$ cat config.mk
export PLATFORM = sky130hd
export DESIGN_NAME = flex_host_ctrl
export DESIGN_NICKNAME = d
export VERILOG_FILES = /design/src/rtl/flex_host_ctrl.sv
export SDC_FILE = /design/constraint.sdc
export NUM_CORES = 1
export LEC_CHECK = 0
export BUFFER_PORTS_ARGS = -buffer_cell sky130_fd_sc_hd__buf_2
export CAP_MARGIN = 20
export CORE_AREA = 2 2 114 116
export CTS_CLUSTER_DIAMETER = 150
export DETAILED_ROUTE_END_ITERATION = 8
export DIE_AREA = 0 0 116 118
export PLACE_DENSITY = 0.75
export SYNTH_ARGS = -nofsm -noshare
export SYNTH_HDL_FRONTEND = slang
export SYNTH_SLANG_ARGS = --single-unit
$ cat constraint.sdc
create_clock -name clk -period 5.8 [get_ports clk]
set_clock_uncertainty 0.15 [all_clocks]
set_input_delay 0.29 -clock clk [delete_from_list [all_inputs] [get_ports clk]]
set_output_delay 0.29 -clock clk [all_outputs]
set_load 0.02 [all_outputs]
$ cat src/rtl/flex_host_ctrl.sv
// Host-side sequencer for the FLEX pad interface: turns WRITE/READ/EXEC commands into
// correctly phased pad strobes and returns exactly one response per accepted command.
module flex_host_ctrl #(
    parameter int unsigned RD_TIMEOUT   = 64,
    parameter int unsigned EXEC_TIMEOUT = 1048576
) (
    input  logic        clk,
    input  logic        rst,

    input  logic        cmd_valid,
    output logic        cmd_ready,
    input  logic [1:0]  cmd_op,
    input  logic [19:0] cmd_addr,
    input  logic [15:0] cmd_data,

    output logic        rsp_valid,
    input  logic        rsp_ready,
    output logic [15:0] rsp_data,
    output logic        rsp_err,
    output logic [31:0] exec_cycles,

    output logic [15:0] pad_data,
    output logic [19:0] pad_addr,
    output logic        pad_rw,
    output logic [1:0]  pad_dav,
    output logic        pad_start,
    output logic        pad_chip_en,
    input  logic [15:0] pad_rdata,
    input  logic        pad_rvalid,
    input  logic        pad_exec_end
);

    localparam logic [31:0] RdLimit = 32'(RD_TIMEOUT);
    localparam logic [31:0] ExLimit = 32'(EXEC_TIMEOUT);

    typedef enum logic [2:0] {
        StIdle,
        StWr,
        StRdReq,
        StRdWait,
        StExStart,
        StExWait,
        StRsp
    } state_e;

    state_e      state_q;
    logic [31:0] cnt_q;
    logic [31:0] cnt_inc;

    // Shared wait counter; saturates so a very long EXEC never wraps back to a small count.
    assign cnt_inc = (cnt_q == 32'hFFFF_FFFF) ? cnt_q : cnt_q + 32'd1;

    always_ff @(posedge clk) begin
        if (rst) begin
            state_q     <= StIdle;
            cnt_q       <= '0;
            cmd_ready   <= 1'b1;
            rsp_valid   <= 1'b0;
            rsp_data    <= '0;
            rsp_err     <= 1'b0;
            exec_cycles <= '0;
            pad_data    <= '0;
            pad_addr    <= '0;
            pad_rw      <= 1'b0;
            pad_dav     <= 2'b00;
            pad_start   <= 1'b0;
            pad_chip_en <= 1'b0;
        end else begin
            unique case (state_q)
                StIdle: begin
                    if (cmd_valid) begin
                        cmd_ready   <= 1'b0;
                        pad_chip_en <= 1'b1;
                        case (cmd_op)
                            2'b00: begin
                                state_q  <= StWr;
                                pad_addr <= cmd_addr;
                                pad_data <= cmd_data;
                                pad_rw   <= 1'b1;
                                pad_dav  <= 2'b11;
                            end
                            2'b01: begin
                                state_q  <= StRdReq;
                                pad_addr <= cmd_addr;
                                pad_rw   <= 1'b0;
                                pad_dav  <= 2'b01;
                            end
                            2'b10: begin
                                state_q   <= StExStart;
                                pad_start <= 1'b1;
                            end
                            default: begin
                                state_q   <= StRsp;
                                rsp_valid <= 1'b1;
                                rsp_data  <= '0;
                                rsp_err   <= 1'b1;
                            end
                        endcase
                    end
                end
                StWr: begin
                    state_q   <= StRsp;
                    pad_addr  <= '0;
                    pad_data  <= '0;
                    pad_rw    <= 1'b0;
                    pad_dav   <= 2'b00;
                    rsp_valid <= 1'b1;
                    rsp_data  <= '0;
                    rsp_err   <= 1'b0;
                end
                StRdReq: begin
                    state_q  <= StRdWait;
                    pad_addr <= '0;
                    pad_dav  <= 2'b00;
                    cnt_q    <= '0;
                end
                StRdWait: begin
                    cnt_q <= cnt_inc;
                    // A late rvalid landing on the final wait cycle still counts as success.
                    if (pad_rvalid) begin
                        state_q   <= StRsp;
                        rsp_valid <= 1'b1;
                        rsp_data  <= pad_rdata;
                        rsp_err   <= 1'b0;
                    end else if (cnt_inc == RdLimit) begin
                        state_q   <= StRsp;
                        rsp_valid <= 1'b1;
                        rsp_data  <= '0;
                        rsp_err   <= 1'b1;
                    end
                end
                StExStart: begin
                    state_q   <= StExWait;
                    pad_start <= 1'b0;
                    cnt_q     <= '0;
                end
                StExWait: begin
                    cnt_q <= cnt_inc;
                    if (pad_exec_end) begin
                        state_q     <= StRsp;
                        exec_cycles <= cnt_inc;
                        rsp_valid   <= 1'b1;
                        rsp_data    <= cnt_inc[15:0];
                        rsp_err     <= 1'b0;
                    end else if (cnt_inc == ExLimit) begin
                        state_q     <= StRsp;
                        exec_cycles <= ExLimit;
                        rsp_valid   <= 1'b1;
                        rsp_data    <= ExLimit[15:0];
                        rsp_err     <= 1'b1;
                    end
                end
                StRsp: begin
                    if (rsp_ready) begin
                        state_q     <= StIdle;
                        rsp_valid   <= 1'b0;
                        rsp_data    <= '0;
                        rsp_err     <= 1'b0;
                        pad_chip_en <= 1'b0;
                        cmd_ready   <= 1'b1;
                    end
                end
                default: begin
                    state_q <= StIdle;
                end
            endcase
        end
    end

endmodule

==> flow_summary.json, run 1 <==
{
  "outcome": "finished, final reports clean",
  "ys_types": 74,
  "final_layout_size_suffix_gt1_frac": 0.239,
  "synth_top_family_by_area": "simple AND/OR/NAND/NOR gates",
  "dp_slack_ns": 0.909,
  "synth_area_um2": 6120,
  "cp-start-kind": "register",
  "coreArea_um2": 12400,
  "worstMarginPinSlew_ns": 1.06,
  "hp-class": "primary input to register",
  "n_fill_cell": 1068,
  "rsz0062_at_grt": "no",
  "synth-xor-area-share": 0.0300,
  "utilization": 0.626,
  "antenna_found_initial": 1,
  "via_count": 6227,
  "fin_crit_sh": 0.856,
  "critPathMaxFanout": 16,
  "synth-seq-cells": 127,
  "synth-edff-count": 0,
  "layout_common_cells": "buf_2, dfxtp_1, nor2_1, nand2_1, a21oi_1",
  "grt-ovfl-total": 0,
  "setup_viol": 0,
  "ir_worst_vdd_mv": 0.227,
  "rows": 41,
  "syn_inst": 735,
  "max-cap-violations": 0,
  "slew_headroom": 0.291,
  "clock_latency_ns": 0.43,
  "grt_pass1_vias": 5807,
  "place_hpwl_um": 12200,
  "required_ns": 6.01,
  "layout_commonest_cell": "buf_2",
  "chipWidth_um": 116,
  "path_clk_slew_ns": 0.06,
  "setup_tns_ns": 0,
  "post-route-min-period_ns": 4.96,
  "design_area_um2": 7770,
  "synth_compound_area_frac": 0.225,
  "postRouteAntennaNets": 0,
  "grt_usage": 0.272,
  "r2r_slack_ns": 0.84,
  "ys_seq_area_frac": 0.415,
  "holdWs_ns": 0.0429,
  "dieArea_um2": 13700,
  "worstPathArrival_ns": 5.18,
  "io_pins": 152,
  "clock_sinks": 127,
  "yosysWarnings": 0,
  "cts-buffers-inserted": 17,
  "crit_type": "register to register",
  "avgRoutedWirePerCell_um": 17.3,
  "drv_slew": 0,
  "yosys.area_share.simple": 0.248,
  "start_util": 0.493,
  "worst_slack_ns": 0.836,
  "h-tree-depth": 4,
  "crit_path_top_delay_cell": "nor4_1",
  "synth_nets": 796,
  "routabilityCongestion": 0.940,
  "synth_flop_cell": "dfxtp_1",
  "first_pass_iters": 6,
  "place_area_um2": 6790,
  "drc_errors": 0,
  "grt_max_degree": 72,
  "drt_iter0_drc": 689,
  "cts_tree": "done",
  "holdBufCountCts": 42,
  "grt_pass1_wl_um": 29600,
  "cts_setup_buffers": 0,
  "crit_chain": "ha_1 -> and3_1 -> nand4_1 -> nor4_1 -> a31oi_1 -> or4_1 -> or4b_1 -> o311a_1 -> nand4bb_1 -> nor2_4 -> mux2i_1",
  "max_freq_ghz": 0.201,
  "clock-root-buffer": "clkbuf_16",
  "critPathMaxStageDelay_ns": 0.59,
  "synthArstFlopShare": 0,
  "hold_viol_final": 0,
  "syn_area_per_cell_um2": 8.33,
  "synth_fa_ha_area_frac": 0.00204,
  "cellPowerDensity_nw_per_um2": 369,
  "area_growth_pct": 26.9,
  "synthMuxAreaShare": 0.0135,
  "drt_wl_total_um": 18600,
  "cts_resized": 0,
  "leakagePower_nw": 3.18,
  "vias_per_cell": 5.79,
  "fp.dieH_um": 118,
  "cp-end-kind": "register",
  "nNetsFinal": 951,
  "placement.io_buffers": 151,
  "clock_path_buffers": 2
}
area by class of cell:
class / count / area [um2] / area share
Timing Repair Buffer: 202 / 1250 / 0.160
Inverter: 7 / 26.3 / 0.00338
Sequential cell: 127 / 2540 / 0.327
Clock buffer: 21 / 470 / 0.0605
Antenna cell: 1 / 2.50 / 0.000322
Multi-Input combinational cell: 535 / 3180 / 0.410
Tap cell: 172 / 215 / 0.0277
Clock inverter: 11 / 83.8 / 0.0108
registers in the layout (all words and copies together) (netlist names):
name	flops
pad_rw	1
pad_start	1
cmd_ready	1
state_q	3
rsp_data	16
rsp_err	1
pad_chip_en	1
rsp_valid	1
exec_cycles	32
pad_dav	2
pad_addr	20
cnt_q	32
pad_data	16
cells by family (layout without fill, tap and decap cells):
family / after synthesis / in the layout
simple gates: 303 / 303
compound gates: 202 / 202
flops: 127 / 127
buf+inv: 73 / 241
xor+xnor: 21 / 21
mux: 8 / 8
fa+ha+maj: 1 / 1
other cells: 0 / 1
per-stage QoR:
step / total power, mW / std cells
2_1_floorplan: 1.65 / 735
3_3_place_gp: 1.85 / 1000
3_5_place_dp: 1.85 / 1000
4_1_cts: 2.86 / 1074
5_1_grt: 3.01 / 1076
6_report: 2.87 / 1076
critical path, delay by kind of cell (launching register included):
kind / cells / cell delay [ns]
AO/OA/AOI/OAI: 2 / 0.53
AND/OR/NAND/NOR: 7 / 3.29
flip-flops: 1 / 0.44
adder cells (fa/ha/maj): 1 / 0.27
multiplexers: 1 / 0.21
path summary, 6_finish.rpt:
path	from	endpoint	cells after the start
worst max-delay path	cnt_q[0]	rsp_err	11
worst min-delay path	pad_rdata[9]	rsp_data[9]	3
worst max register to register	cnt_q[0]	rsp_err	11
worst min register to register	pad_data[13]	pad_data[13]	2
cells in the mapped netlist (all sizes together), types with 5 or more instances:
| cell | n | area share |
|---|---|---|
| a211oi | 6 | 0.0074 |
| a21oi | 58 | 0.047 |
| a22o | 20 | 0.029 |
| a22oi | 49 | 0.060 |
| a31oi | 8 | 0.0082 |
| and3 | 12 | 0.013 |
| buf | 19 | 0.029 |
| clkbuf | 45 | 0.030 |
| dfxtp | 127 | 0.42 |
| inv | 6 | 0.0037 |
| mux2i | 6 | 0.0098 |
| nand2 | 73 | 0.045 |
| nand2b | 17 | 0.017 |
| nand3 | 36 | 0.031 |
| nand4 | 20 | 0.020 |
| nor2 | 83 | 0.052 |
| nor3 | 24 | 0.020 |
| nor4 | 9 | 0.013 |
| o21a | 5 | 0.0061 |
| o21ai | 19 | 0.016 |
| o22ai | 10 | 0.010 |
| o2bb2ai | 6 | 0.0086 |
| or2 | 6 | 0.0061 |
| or4 | 5 | 0.0063 |
| xnor2 | 13 | 0.019 |
| xor2 | 8 | 0.011 |
where the power goes:
| part | total (mW) | switching (mW) | internal [mW] |
|---|---|---|---|
| clock | 0.988 | 0.407 | 0.581 |
| combinational | 0.850 | 0.578 | 0.271 |
| sequential | 1.03 | 0.0834 | 0.948 |
| total | 2.87 | 1.07 | 1.80 |
per-layer routing:
layer	GRT usage	wire, um	vias up	part of all wire
met1	0.364	8100	2890	0.43
met4	0.0960	464	0	0.025
met2	0.419	8550	301	0.46
met3	0.0752	1520	42	0.082
met5	0	0	-	0
li1	-	-	2994	-
(Power assumes the default switching activity.)
==> run 2, diff against run 1 <==
Settings changed: PLACE_DENSITY 0.75 to 0.78.
==> flow_summary.json, run 2 (synthesized netlist as in run 1, its figures left out) <==
{
  "rsz0062_at_grt": "no",
  "cp_num_buf_inv": 0,
  "diodes": 0,
  "clock-root-buffer": "clkbuf_16",
  "ir_worst_vdd_mv": 0.199,
  "crit_type": "register to register",
  "area_growth_pct": 26.1,
  "dieArea_um2": 13700,
  "io_pins": 152,
  "first_pass_iters": 5,
  "startpoint": "cnt_q[0]",
  "setup_viol": 0,
  "h-tree-depth": 4,
  "rows": 41,
  "max_freq_ghz": 0.201,
  "final_layout_size_suffix_gt1_frac": 0.240,
  "crit_chain": "ha_1 -> and3_1 -> nand4_1 -> nor4_1 -> a31oi_1 -> or4_1 -> or4b_1 -> o311a_1 -> nand4bb_1 -> nor2_4 -> mux2i_1",
  "slew_headroom": 0.272,
  "critPathMaxFanout": 16,
  "layout_common_cells": "buf_2, dfxtp_1, nor2_1, nand2_1, a21oi_1",
  "drc_errors": 0,
  "drt_wl_total_um": 18800,
  "critPathMaxStageDelay_ns": 0.59,
  "cts-buffers-inserted": 17,
  "start_util": 0.493,
  "grt_usage": 0.276,
  "hold_viol_final": 0,
  "cts_resized": 0,
  "clock_sinks": 127,
  "max-cap-violations": 0,
  "vias_per_cell": 5.86,
  "cts_tree": "done",
  "routabilityCongestion": 0.955,
  "grt_pass1_wl_um": 29600,
  "antenna_found_initial": 0,
  "worstMarginPinSlew_ns": 1.08,
  "nNetsFinal": 945,
  "crit_path_top_delay_cell": "nor4_1",
  "chipWidth_um": 116,
  "worstPathArrival_ns": 5.17,
  "critical_path.top_delay_family": "simple AND/OR/NAND/NOR gates",
  "r2r-start": "cnt_q[0]",
  "leakagePower_nw": 3.14,
  "drt_iter0_drc": 591,
  "clock_path_buffers": 2,
  "cp-start-kind": "register",
  "grt-ovfl-total": 0,
  "placement.io_buffers": 151,
  "holdWs_ns": 0.0142,
  "fin_crit_sh": 0.856,
  "path_clk_slew_ns": 0.06,
  "grt_max_degree": 114,
  "setup_tns_ns": 0,
  "coreArea_um2": 12400,
  "outcome": "finished, final reports clean",
  "postRouteAntennaNets": 0,
  "grt_pass1_vias": 5757,
  "cellPowerDensity_nw_per_um2": 372,
  "via_count": 6264,
  "drv_slew": 0,
  "layout_commonest_cell": "buf_2",
  "fp.dieH_um": 118,
  "clock_latency_ns": 0.43,
  "hold_path_startpoint": "pad_rdata[4]",
  "largest_registers": "cnt_q x32, exec_cycles x32, pad_addr x20",
  "required_ns": 6.00,
  "place_hpwl_um": 12100,
  "avgRoutedWirePerCell_um": 17.5,
  "hp-class": "primary input to register",
  "cp-end-kind": "register",
  "post-route-min-period_ns": 4.97
}
[run 2: changes by cell type in the layout (fill, tap and decap cells not counted), sizes merged]
| cell | previous run | this run |
|---|---|---|
| dlygate4sd3 | 42 | 37 |
| clkbuf | 21 | 18 |
| clkinvlp | 4 | 7 |
| buf | 160 | 159 |
| bufinv | 0 | 1 |
| clkinv | 7 | 6 |
| diode | 1 | 0 |
[run 2: per-stage QoR]
stage / power, mW / setup slack, ns / instance area, um2 / util / instances
CTS: 2.86 / 0.924 / 7700 / 0.620 / 1068
global placement: 1.84 / 1.11 / 6780 / 0.546 / 999
detailed placement: 1.85 / 0.928 / 6780 / 0.546 / 999
global route: 3.01 / 0.488 / 7720 / 0.622 / 1069
finish: 2.87 / 0.833 / 7720 / 0.622 / 1069
floorplan: 1.65 / 1.78 / 6120 / - / 735
[run 2: area by class of cell]
| type | instances | area [um2] |
|---|---|---|
| fill | 1108 | 4700 |
| multi-input combinational | 535 | 3180 |
| sequential | 127 | 2540 |
| timing repair buffer | 196 | 1200 |
| clock buffer | 18 | 429 |
| tap | 172 | 215 |
| clock inverter | 14 | 120 |
| inverter | 7 | 26.3 |
[run 2: timing repair]
| item | in CTS | in global routing |
|---|---|---|
| setup buffers | 0 | 0 |
| hold endpoints to repair | 37 | 0 |
| hold buffers | 37 | 0 |
| endpoints found under the setup margin | 0 | 0 |
[run 2: worst reg2reg max path, stage by stage (launching register included)]
cell,delay (ns)
dfxtp_1,0.45
ha_1,0.27
and3_1,0.51
nand4_1,0.17
nor4_1,0.59
a31oi_1,0.17
or4_1,0.51
or4b_1,0.59
o311a_1,0.37
nand4bb_1,0.47
nor2_4,0.43
mux2i_1,0.21
[run 2: layer usage]
| metal | up-vias | track usage | wire length [um] |
|---|---|---|---|
| li1 | 2972 | - | - |
| met4 | 0 | 0.128 | 594 |
| met5 | - | 0 | 0 |
| met2 | 302 | 0.414 | 8600 |
| met3 | 59 | 0.0669 | 1380 |
| met1 | 2931 | 0.371 | 8180 |
[run 2: worst paths after layout]
path	end	slack, ns	cells after the start
worst min-delay path	rsp_data[4]	0.01	3
worst max register to register	rsp_err	0.83	11
worst max-delay path	rsp_err	0.83	11
worst min register to register	pad_data[9]	0.30	2
[run 2: where the power goes]
part	switching, mW	internal [mW]
registers	0.0732	0.948
clock network	0.408	0.585
logic	0.592	0.267
total	1.07	1.80
